`src/rtl/composite_bus_slice.sv`:
```
// Registered five-channel bus slice: 2-entry skid buffer per channel plus an outstanding-write limiter.
// Optional COMPOSITE_BUS_SLICE_PERF_EN adds the perf_limit_stall counter output.
module composite_bus_slice_skid #(
  parameter int W = 8
) (
  input  logic         clk,
  input  logic         rst,
  input  logic [W-1:0] in_data,
  input  logic         in_valid,
  output logic         in_ready,
  output logic [W-1:0] out_data,
  output logic         out_valid,
  input  logic         out_ready
);
  logic [W-1:0] skid_data;
  logic         skid_vld;
  logic         in_fire, out_fire;

  assign in_fire  = in_valid & in_ready;
  assign out_fire = out_valid & out_ready;

  // in_ready is its own register so it stays low through reset and rises on the first edge after.
  always_ff @(posedge clk or negedge rst) begin
    if (!rst) begin
      out_valid <= 1'b0;
      out_data  <= '0;
      skid_vld  <= 1'b0;
      skid_data <= '0;
      in_ready  <= 1'b0;
    end else begin
      in_ready <= 1'b1;
      if (skid_vld) begin
        if (out_fire) begin
          out_data <= skid_data;
          skid_vld <= 1'b0;
        end else begin
          in_ready <= 1'b0;
        end
      end else if (!out_valid || out_fire) begin
        out_valid <= in_fire;
        if (in_fire) out_data <= in_data;
      end else if (in_fire) begin
        skid_data <= in_data;
        skid_vld  <= 1'b1;
        in_ready  <= 1'b0;
      end
    end
  end
endmodule

module composite_bus_slice #(
  parameter int ADDR_W          = 8,
  parameter int DATA_W          = 8,
  parameter int RESP_W          = 8,
  parameter int MAX_OUTSTANDING = 4
) (
  input  logic              clk,
  input  logic              rst,
  input  logic [ADDR_W-1:0] side_a_addr_read_bus_data,
  input  logic              side_a_addr_read_bus_valid,
  output logic              side_a_addr_read_bus_ready,
  input  logic [ADDR_W-1:0] side_a_addr_write_bus_data,
  input  logic              side_a_addr_write_bus_valid,
  output logic              side_a_addr_write_bus_ready,
  input  logic [DATA_W-1:0] side_a_data_write_bus_data,
  input  logic              side_a_data_write_bus_valid,
  output logic              side_a_data_write_bus_ready,
  output logic [DATA_W-1:0] side_a_data_read_bus_data,
  output logic              side_a_data_read_bus_valid,
  input  logic              side_a_data_read_bus_ready,
  output logic [RESP_W-1:0] side_a_resp_write_bus_data,
  output logic              side_a_resp_write_bus_valid,
  input  logic              side_a_resp_write_bus_ready,
  output logic [ADDR_W-1:0] side_b_addr_read_bus_data,
  output logic              side_b_addr_read_bus_valid,
  input  logic              side_b_addr_read_bus_ready,
  output logic [ADDR_W-1:0] side_b_addr_write_bus_data,
  output logic              side_b_addr_write_bus_valid,
  input  logic              side_b_addr_write_bus_ready,
  output logic [DATA_W-1:0] side_b_data_write_bus_data,
  output logic              side_b_data_write_bus_valid,
  input  logic              side_b_data_write_bus_ready,
  input  logic [DATA_W-1:0] side_b_data_read_bus_data,
  input  logic              side_b_data_read_bus_valid,
  output logic              side_b_data_read_bus_ready,
  input  logic [RESP_W-1:0] side_b_resp_write_bus_data,
  input  logic              side_b_resp_write_bus_valid,
  output logic              side_b_resp_write_bus_ready,
  output logic              err_resp_underflow
`ifdef COMPOSITE_BUS_SLICE_PERF_EN
  ,
  output logic [15:0]       perf_limit_stall
`endif
);
  localparam int            CW    = $clog2(MAX_OUTSTANDING + 1);
  localparam logic [CW-1:0] MAX_C = CW'(MAX_OUTSTANDING);

  logic [CW-1:0] cnt, cnt_nxt;
  logic          at_max_q;
  logic          aw_space;
  logic          aw_fire, b_fire;

  // Gating valid (not just ready) keeps the skid from capturing a beat the limiter refused.
  composite_bus_slice_skid #(.W(ADDR_W)) u_ar (
    .clk, .rst,
    .in_data  (side_a_addr_read_bus_data),  .in_valid (side_a_addr_read_bus_valid),
    .in_ready (side_a_addr_read_bus_ready),
    .out_data (side_b_addr_read_bus_data),  .out_valid(side_b_addr_read_bus_valid),
    .out_ready(side_b_addr_read_bus_ready));

  composite_bus_slice_skid #(.W(ADDR_W)) u_aw (
    .clk, .rst,
    .in_data  (side_a_addr_write_bus_data),
    .in_valid (side_a_addr_write_bus_valid & ~at_max_q),
    .in_ready (aw_space),
    .out_data (side_b_addr_write_bus_data), .out_valid(side_b_addr_write_bus_valid),
    .out_ready(side_b_addr_write_bus_ready));

  composite_bus_slice_skid #(.W(DATA_W)) u_w (
    .clk, .rst,
    .in_data  (side_a_data_write_bus_data), .in_valid (side_a_data_write_bus_valid),
    .in_ready (side_a_data_write_bus_ready),
    .out_data (side_b_data_write_bus_data), .out_valid(side_b_data_write_bus_valid),
    .out_ready(side_b_data_write_bus_ready));

  composite_bus_slice_skid #(.W(DATA_W)) u_r (
    .clk, .rst,
    .in_data  (side_b_data_read_bus_data),  .in_valid (side_b_data_read_bus_valid),
    .in_ready (side_b_data_read_bus_ready),
    .out_data (side_a_data_read_bus_data),  .out_valid(side_a_data_read_bus_valid),
    .out_ready(side_a_data_read_bus_ready));

  composite_bus_slice_skid #(.W(RESP_W)) u_b (
    .clk, .rst,
    .in_data  (side_b_resp_write_bus_data), .in_valid (side_b_resp_write_bus_valid),
    .in_ready (side_b_resp_write_bus_ready),
    .out_data (side_a_resp_write_bus_data), .out_valid(side_a_resp_write_bus_valid),
    .out_ready(side_a_resp_write_bus_ready));

  assign side_a_addr_write_bus_ready = aw_space & ~at_max_q;
  assign aw_fire = side_a_addr_write_bus_valid & side_a_addr_write_bus_ready;
  assign b_fire  = side_a_resp_write_bus_valid & side_a_resp_write_bus_ready;

  always_comb begin
    cnt_nxt = cnt;
    if (aw_fire && !b_fire)                 cnt_nxt = cnt + CW'(1);
    else if (b_fire && !aw_fire && cnt != '0) cnt_nxt = cnt - CW'(1);
  end

  always_ff @(posedge clk or negedge rst) begin
    if (!rst) begin
      cnt                <= '0;
      at_max_q           <= 1'b0;
      err_resp_underflow <= 1'b0;
    end else begin
      cnt      <= cnt_nxt;
      at_max_q <= (cnt_nxt == MAX_C);
      if (b_fire && cnt == '0) err_resp_underflow <= 1'b1;
    end
  end

`ifdef COMPOSITE_BUS_SLICE_PERF_EN
  always_ff @(posedge clk or negedge rst) begin
    if (!rst)
      perf_limit_stall <= '0;
    else if (side_a_addr_write_bus_valid && aw_space && at_max_q && perf_limit_stall != 16'hFFFF)
      perf_limit_stall <= perf_limit_stall + 16'd1;
  end
`endif
endmodule

```
`config.mk`:
```
export PLATFORM = sky130hd
export DESIGN_NAME = composite_bus_slice
export DESIGN_NICKNAME = d
export VERILOG_FILES = /design/src/rtl/composite_bus_slice.sv
export SDC_FILE = /design/constraint.sdc
export NUM_CORES = 1
export LEC_CHECK = 0
export CORE_MARGIN = 2
export CORE_UTILIZATION = 45
export DETAILED_ROUTE_END_ITERATION = 8
export PLACE_DENSITY_LB_ADDON = 0.15
export SETUP_SLACK_MARGIN = 0.02
export SYNTH_ARGS = -nofsm -noshare
export SYNTH_HDL_FRONTEND = slang
export SYNTH_SLANG_ARGS = --single-unit
```
`constraint.sdc`:
```
create_clock -name clk -period 3 [get_ports clk]
set_input_delay 0.3 -clock clk [delete_from_list [all_inputs] [get_ports clk]]
set_output_delay 0.3 -clock clk [all_outputs]
set_load 0.01 [all_outputs]
```
==> Word level (Yosys, flattened, before mapping) <==
Cells that the tools add are included.
{ "classes": {"multipliers": 0, "shift": 0, "n_addsub": 2, "n_reduce_logical": 43, "magnitude_cmp": 0, "bitwise": 24, "eq_ne": 6, "n_div": 0, "mux": 62} }
{ "op_table": {"columns": ["operator", "count"], "rows": [
  ["$mux W8", 20],
  ["$mux W1", 40],
  ["$reduce_and A3 Y1", 10],
  ["$reduce_bool A2 Y1", 10],
  ["$and A1 B1 Y1", 13],
  ["$not A1 Y1", 11],
  ["$ne A2 B2 Y1 const B", 5],
  ["$reduce_and A2 Y1", 5],
  ["$logic_not A1 Y1", 7],
  ["$mux W3", 2],
  ["$logic_or A1 B1 Y1", 5],
  ["$logic_and A1 B1 Y1", 4],
  ["$add A3 B1 Y3 const B", 1],
  ["$eq A3 B3 Y1 const B", 1],
  ["$logic_not A3 Y1", 1],
  ["$reduce_bool A3 Y1", 1],
  ["$sub A3 B1 Y3 const B", 1]
]} }
{ "word_totals": {"latch_bits": 0, "n_memories": 0, "romBits": 0, "ff_bits": 100, "out_inout_bits": 51, "ramBits": 0} }

==> Depth between registers and ports, before layout <==
Gate-level depths: netlist of run 1.
{ "logic_depth": {"depth_word": 9, "mapped_depth": 6, "depth_no_buf": 6} }

==> By module <==
From an unflattened synthesis of run 1, not the netlist that was laid out.
{ "hier_totals": {"cells_unflattened": 307, "area_unflattened_um2": 4535.6} }
{ "by_module_without_submodules": {"columns": ["module", "cells_each", "seq_area_each_um2", "area_per_inst_um2", "n_inst"], "rows": [
  ["composite_bus_slice_skid", 54, 475.5, 834.6, 5],
  ["composite_bus_slice", 37, 125.1, 362.8, 1]
]} }

==> Worst setup path before layout of run 1 <==
No wires, ideal clock.
{ "synth_timing": {"kind": "reg-to-reg", "startpoint": "register u_b.out_valid", "endpoint": "register at_max_q", "path_buffers": 1, "arrival_time_ns": 1.402, "setup_slack_ns": 1.468, "path_stages_with_launch": 6, "cell_sequence": "dfrtp_1 buf_6 a21bo_1 mux2_2 a211o_1 nor4bb_1"} }
{ "synth_via": {"elab_chain_cells": 6} }
{ "synth_lines": {"columns": ["item", "line_no", "rtl"], "rows": [
  ["from (decl)", "12", "output logic out_valid,"],
  ["from (signal assigned)", "40", "out_valid <= in_fire;"],
  ["$and A1 B1 Y1 *", "142", "assign b_fire = side_a_resp_write_bus_valid & side_a_resp_write_bus_ready;"],
  ["$logic_and A1 B1 Y1 (2 in series)", "147", "else if (b_fire && !aw_fire && cnt != '0) cnt_nxt = cnt - CW'(1);"],
  ["$mux W3", "147", null],
  ["$mux W3 *", "146", "if (aw_fire && !b_fire) cnt_nxt = cnt + CW'(1);"],
  ["named net cnt_nxt[2]", "98", "logic [CW-1:0] cnt, cnt_nxt;"],
  ["$eq A3 B3 Y1 *", "157", "at_max_q <= (cnt_nxt == MAX_C);"],
  ["to (signal assigned)", "157", null],
  ["to (decl)", "99", "logic at_max_q;"]
]} }
Mark *: on every way through the listed nets, which the timed path passes. The rest lies on a longest branch.
A chain may end at the register's enable or synchronous reset.

==> Worst setup path in the final report of run 1 <==
{ "layout_timing": {"startpoint": "register u_ar.skid_vld", "endpoint": "register u_ar.skid_data[7]"} }
{ "layout_via": {"elab_chain_cells": 2} }
{ "layout_lines": {"columns": ["item", "line_no", "rtl"], "rows": [
  ["from (decl)", "16", "logic skid_vld;"],
  ["from (signal assigned)", "27", "skid_vld <= 1'b0;"],
  ["from (signal assigned)", "35", "skid_vld <= 1'b0;"],
  ["from (signal assigned)", "44", "skid_vld <= 1'b1;"],
  ["$not A1 Y1 (no line)", null, null],
  ["$reduce_and A3 Y1 (no line)", null, null],
  ["to (signal assigned)", "43", "skid_data <= in_data;"],
  ["to (decl)", "15", "logic [W-1:0] skid_data;"]
]} }
Every way passes these cells.

==> out/results.ini, run 1 <==
[outcome]
status=finished clean

[route]
dr.first_iter.drc_count=71
num_vias=2958
postRouteAntennaNets=0
viasPerCell=5.01
firstDrtPassIters=4
wl_per_cell_um=14.0
routed_wl_um=8260
drc_errors=0

[power_and_ir_drop]
clkPwrFrac=0.156
comb_power_share=0.410
p_switching_mw=1.99
finalPower_mw=5.91
p_int_mw=3.92
cellLeakagePower_nw=2.48
powerDensity_nw_per_um2=1030
peakVddDrop_mv=0.428
seq_power_share=0.434
swShare=0.337

[global_route]
antenna_found_initial=0
grt_max_degree=62
grt_pass1_wl_um=13400
grt_usage=0.163
grt_overflow_total=0
grt_pass1_vias=2857

[yosys]
synth_area_um2=4370
synth.distinct_cells=34
yosysWarnings=0
synth_seq_area_share=0.573
synth_top_area_frac=0.573
syn_avg_cell_area_um2=12.4
synth_nets=408
synth_area_leaders=dfrtp_1 57%, mux2_2 11%, mux2i_1 9.2%, a21oi_1 4.0%, nor2_1 3.0%
syn-instance-count=353
synth_seq_cells=100
synth_top_area_cell=dfrtp_1

[sta]
slew_headroom=0.525
max_freq_mhz=515
whs_ns=0.473
worst_pin_slew_ns=0.712
rsz0062_at_grt=no
hold_viol_final=0
final_max_slew_viol_count=0
skew_ns=0.0145
setup-tns-final_ns=0
finalCriticalPeriod_ns=1.94
period_share=0.647
finalSetupViolations=0

[cts]
clk_pin_slew_ns=0.10
cts-htree-levels=3
clockRootBuffer=clkbuf_8
clk_latency_ns=0.35
numCtsBuffers=9
cts_tree=done
cts_sinks=100
cts_resized=0
clock_path_buffers=2

[worst_setup_path]
ff2ff_path_depth=3
criticalPathCategory=register to register
critPathLaunchType=register
end_kind=register
worst-path-max-fanout=12
worstPathArrival_ns=2.17
required_ns=3.23
cp-startpoint=u_ar.skid_vld$_DFF_PN0_
r2r_start=u_ar.skid_vld$_DFF_PN0_

[floorplan]
start_util=0.469
core_area_um2=9330
dieWidth_um=103
die_h_um=103
pin_count=103
rows=35
fp.dieArea_um2=10500

[layout]
fillCellCount=784
area_growth_syn_to_layout_pct=31.3
register_area_um2=2500
antennaDiodeCount=0
nNetsFinal=512
fin_area_um2=5740
final_cells=591
post_route_cells_drive_above_1_share=0.160
multiInputGateArea_um2=1760

[placed_design]
gp_congestion=0.809
dp_cells=574
dp_hpwl_um=5810
io_buffers=102
detailed_place.area_um2=5510

[run]
max-cap-violations=0

[worst_hold_path]
hold_path_class=input port to async pin

==> state kept, by name, summed over array words and instances, names as in the netlist, 3 cells and up <==
register and cells:
u_ar.out_data 8, u_ar.skid_data 8, u_aw.out_data 8, u_aw.skid_data 8, u_b.out_data 8, u_b.skid_data 8
u_r.out_data 8, u_r.skid_data 8, u_w.out_data 8, u_w.skid_data 8, cnt 3
==> placed cells by master, fill, tap and decap left out <==
| master | count |
|---|---|
| nand3b_1 | 1 |
| nand3_1 | 3 |
| and2_1 | 2 |
| nor2b_1 | 2 |
| nor3b_4 | 1 |
| nor4bb_1 | 1 |
| a211o_1 | 1 |
| bufinv_16 | 2 |
| a21oi_1 | 35 |
| a31o_2 | 1 |
| buf_4 | 2 |
| a22oi_2 | 4 |
| a21bo_2 | 1 |
| and3b_1 | 1 |
| mux2i_1 | 40 |
| nor2_1 | 35 |
| a31oi_1 | 3 |
| ha_1 | 3 |
| nor3_1 | 3 |
| nand2_1 | 17 |
| nand3b_4 | 5 |
| a21bo_1 | 1 |
| o21ai_0 | 16 |
| clkbuf_1 | 2 |
| nor3b_2 | 3 |
| a21o_1 | 4 |
| clkinv_4 | 3 |
| nand2b_1 | 2 |
| clkdlybuf4s50_1 | 101 |
| clkbuf_8 | 9 |
| inv_1 | 12 |
| dlygate4sd3_1 | 1 |
| o22ai_1 | 1 |
| mux2_2 | 41 |
| or2_2 | 1 |
| buf_12 | 1 |
| nor4_1 | 1 |
| dfrtp_1 | 100 |
==> area by class of cell <==
type,instances,area share
well taps,129,0.0281
clock inverters,5,0.0150
repair buffers,105,0.184
flip-flops and latches,100,0.436
multi-input cells,229,0.306
inverters,12,0.00785
clock buffers,11,0.0229
==> per-stage QoR <==
stage	utilization	setup slack, ns
6_report	0.615	1.06
5_1_grt	0.615	0.923
4_1_cts	0.615	1.04
3_5_place_dp	0.591	0.966
3_3_place_gp	0.591	0.971
2_1_floorplan	-	1.47
==> logic make-up after synthesis <==
group,count (synthesis),share of synthesized area
fa+ha+maj,3,0.00859
flops,100,0.573
simple gates,78,0.105
buf+inv,24,0.0258
compound gates,67,0.0910
mux,81,0.197
==> synthesized netlist by cell type, drive strengths merged <==
cell / number
inv: 12
nor2: 35
nand2b: 2
nand2: 17
a31oi: 3
nor3b: 4
mux2: 41
dfrtp: 100
nor3: 3
nand3: 3
o21ai: 16
buf: 12
ha: 3
nor4bb: 1
and2: 2
nand3b: 6
a22oi: 4
o22ai: 1
mux2i: 40
a21o: 4
a211o: 1
a21bo: 2
nor2b: 2
or2: 1
and3b: 1
a21oi: 35
a31o: 1
nor4: 1
==> path summary, 6_finish.rpt <==
| check | slack (ns) | end |
|---|---|---|
| max | 1.06 | u_ar.skid_data[7]$_DFFE_PN0P_ |
| max reg2reg | 1.06 | u_ar.skid_data[7]$_DFFE_PN0P_ |
| min in group clk | 0.47 | err_resp_underflow$_DFFE_PN0P_ |
| min reg2reg | 0.47 | err_resp_underflow$_DFFE_PN0P_ |
| max in group asynchronous | 1.81 | u_b.skid_data[4]$_DFFE_PN0P_ |
| min | 0.47 | u_b.skid_data[1]$_DFFE_PN0P_ |
==> what timing repair did <==
item | 4_1_cts | 5_1_grt
endpoints found under the hold margin | 39 | 0
buffers inserted | 0 | 0
hold buffers | 1 | 0
==> layer usage <==
metal / global-route usage / share of wire / vias up
li1: - / - / 1444
met1: 0.213 / 0.46 / 1434
met2: 0.265 / 0.46 / 74
met3: 0.0549 / 0.066 / 6
met4: 0.0410 / 0.0091 / 0
met5: 0 / 0 / -
==> power groups by stage <==
stage          sequential [mW]  clock (mW)  combinational [mW]
6_report                  2.56       0.922                2.42
4_1_cts                   2.57       0.959                2.46
3_5_place_dp              2.60           0                2.46
5_1_grt                   2.67        1.01                2.69
2_1_floorplan             2.53           0                1.45
3_3_place_gp              2.57           0                2.39
==> worst max-delay path, cell delays in order, from the launching register on <==
cell,delay (ns)
dfrtp_1,0.59
nand3b_4,0.27
nor3b_2,0.54
mux2_2,0.41
Power figures use the tool's default switching activity.
==> run 2, diff against run 1 <==
clock period = 1.9 ns   (was 3 ns; I/O delays follow)
==> run 2 against run 1 <==
Compared with the run above: cell count rose by 3.2%; sequential power rose by 52%; critical endpoint is now side_a_resp_write_bus_valid; register-to-register slack got worse by 0.80 ns; via count rose by 3.0%; worst setup slack got worse by 0.88 ns; highest routed layer unchanged; die area did not move.
==> out/results.ini, run 2 (synthesized netlist as in run 1, its figures left out) <==
[cts]
numCtsBuffers=9  ; unchanged
cts_resized=0  ; unchanged
cts-htree-levels=3  ; unchanged
clockRootBuffer=clkbuf_8
cts_sinks=100  ; unchanged
clk_latency_ns=0.36  ; about the same
cts_tree=done
clock_path_buffers=2  ; unchanged
clk_pin_slew_ns=0.10  ; about the same

[global_route]
grt_pass1_wl_um=14000  ; +4.6%
grt_usage=0.171  ; +0.00745
grt_pass1_vias=3027  ; +6.0%
antenna_found_initial=0  ; unchanged
grt_overflow_total=0  ; unchanged
grt_max_degree=49  ; -21%

[power_and_ir_drop]
comb_power_share=0.452  ; +0.042
finalPower_mw=9.39  ; +59%
p_switching_mw=3.27  ; +64%
swShare=0.348  ; +0.0114
p_int_mw=6.12  ; +56%
peakVddDrop_mv=0.789  ; +84%
seq_power_share=0.413  ; -0.021
clkPwrFrac=0.135  ; -0.021
cellLeakagePower_nw=2.57  ; +3.4%
powerDensity_nw_per_um2=1600  ; +56%

[worst_setup_path]
worstPathCellList=clkdlybuf4s50_1
slowest_delay_ns=0.61  ; +0.02 ns
end_kind=output port
crit_family=buffers and inverters
r2r_start=cnt[0]$_DFF_PN0_
criticalPathCategory=register to output port
critPathLaunchType=register
worst-path-max-fanout=11  ; -1
cp_slowest_cell=clkdlybuf4s50_1
ff2ff_path_depth=6  ; +3
worstPathArrival_ns=1.53  ; -0.64 ns
required_ns=1.71  ; -1.52 ns
r2r-end=at_max_q$_DFF_PN0_
cp.depth=1  ; -2
r2r_setup_slack_ns=0.26  ; -0.80 ns
crit_buf_inv=1  ; +1

[floorplan]
start_util=0.469  ; unchanged
core_area_um2=9330  ; unchanged
die_h_um=103  ; unchanged
rows=35  ; unchanged
fp.dieArea_um2=10500  ; unchanged
pin_count=103  ; unchanged
dieWidth_um=103  ; unchanged

[route]
drc_errors=0  ; unchanged
num_vias=3047  ; +3.0%
firstDrtPassIters=4  ; unchanged
dr.first_iter.drc_count=62  ; -13%
viasPerCell=5.00  ; -0.20%
postRouteAntennaNets=0  ; unchanged
wl_per_cell_um=14.4  ; +2.8%
routed_wl_um=8770  ; +6.1%

[sta]
slew_headroom=0.663  ; +0.138
hold_viol_final=0  ; unchanged
finalSetupViolations=0  ; unchanged
fin_ws_ns=0.176  ; -0.884 ns
skew_ns=0.0102  ; -0.00434 ns
setup-tns-final_ns=0  ; unchanged
final_max_slew_viol_count=0  ; unchanged
max_freq_mhz=580
finalCriticalPeriod_ns=1.72
worst_pin_slew_ns=0.505  ; -0.207 ns
period_share=0.907
rsz0062_at_grt=no

[placed_design]
gp_congestion=0.856  ; +5.8%
place_ws_ns=0.124  ; -0.842 ns
dp_hpwl_um=6310  ; +8.6%
dp_cells=593  ; +3.3%
io_buffers=102  ; unchanged

[layout]
area_growth_syn_to_layout_pct=34.0
post_route_cells_drive_above_1_share=0.198  ; +0.0373
final_cell_mix=101 x clkdlybuf4s50_1, 100 x dfrtp_1, 41 x mux2_2
final_core_util=0.628  ; +0.0129
final_cells=610  ; +3.2%
nNetsFinal=531  ; +3.7%
layout.cells.most_common=clkdlybuf4s50_1
antennaDiodeCount=0  ; unchanged

[worst_hold_path]
hold_path_class=input port to async pin

[run]
max-cap-violations=0  ; unchanged

[outcome]
status=finished clean

-- run 2: metrics by stage --
step                      hold WS [ns]  cell area (um^2)
after floorplan                 -0.106              4370
after global placement           0.196              5670
after detailed placement         0.197              5670
after CTS                        0.357              5860
after global routing             0.402              5860
final                            0.347              5860
-- run 2: power by group through the flow --
stage | sequential [mW] | clock, mW | combinational [mW]
floorplan | 4.00 | 0 | 2.28
CTS | 3.89 | 1.31 | 4.31
global route | 4.01 | 1.41 | 4.68
detailed placement | 3.92 | 0 | 4.29
global placement | 3.86 | 0 | 4.18
finish | 3.88 | 1.27 | 4.24
-- run 2: worst max path at each step --
stage | startpoint | to | slack, ns
5_1_grt | cnt[1]$_DFF_PN0_ | at_max_q$_DFF_PN0_ | 0.06
2_1_floorplan | u_b.out_valid$_DFFE_PN0P_ | at_max_q$_DFF_PN0_ | 0.37
6_report | u_b.out_valid$_DFFE_PN0P_ | side_a_resp_write_bus_valid | 0.18
4_1_cts | u_b.out_valid$_DFFE_PN0P_ | side_a_resp_write_bus_valid | 0.16
3_3_place_gp | side_a_addr_write_bus_valid | u_aw.skid_data[2]$_DFFE_PN0P_ | 0.13
3_5_place_dp | side_a_resp_write_bus_ready | at_max_q$_DFF_PN0_ | 0.12
-- run 2: area by class of cell --
| cell class | count | area (um^2) |
|---|---|---|
| well taps | 129 | 161 |
| inverters | 12 | 45.0 |
| clock buffers | 9 | 124 |
| repair buffers | 124 | 1210 |
| clock inverters | 7 | 58.8 |
| fillers | 818 | 3470 |
| multi-input cells | 229 | 1760 |
| flip-flops and latches | 100 | 2500 |
-- run 2: layer usage --
metal  up-vias  part of all wire  global-route usage
met2        81              0.48               0.270
met1      1472              0.45               0.230
met3         9             0.058              0.0420
li1       1485                 -                   -
met4         0             0.011              0.0626
met5         -                 0                   0
-- run 2: timing repair --
item                                    4_1_cts  5_1_grt
hold buffers                                  1        0
buffers inserted                              0        0
endpoints found under the setup margin        0        0
hold endpoints to repair                     36        0
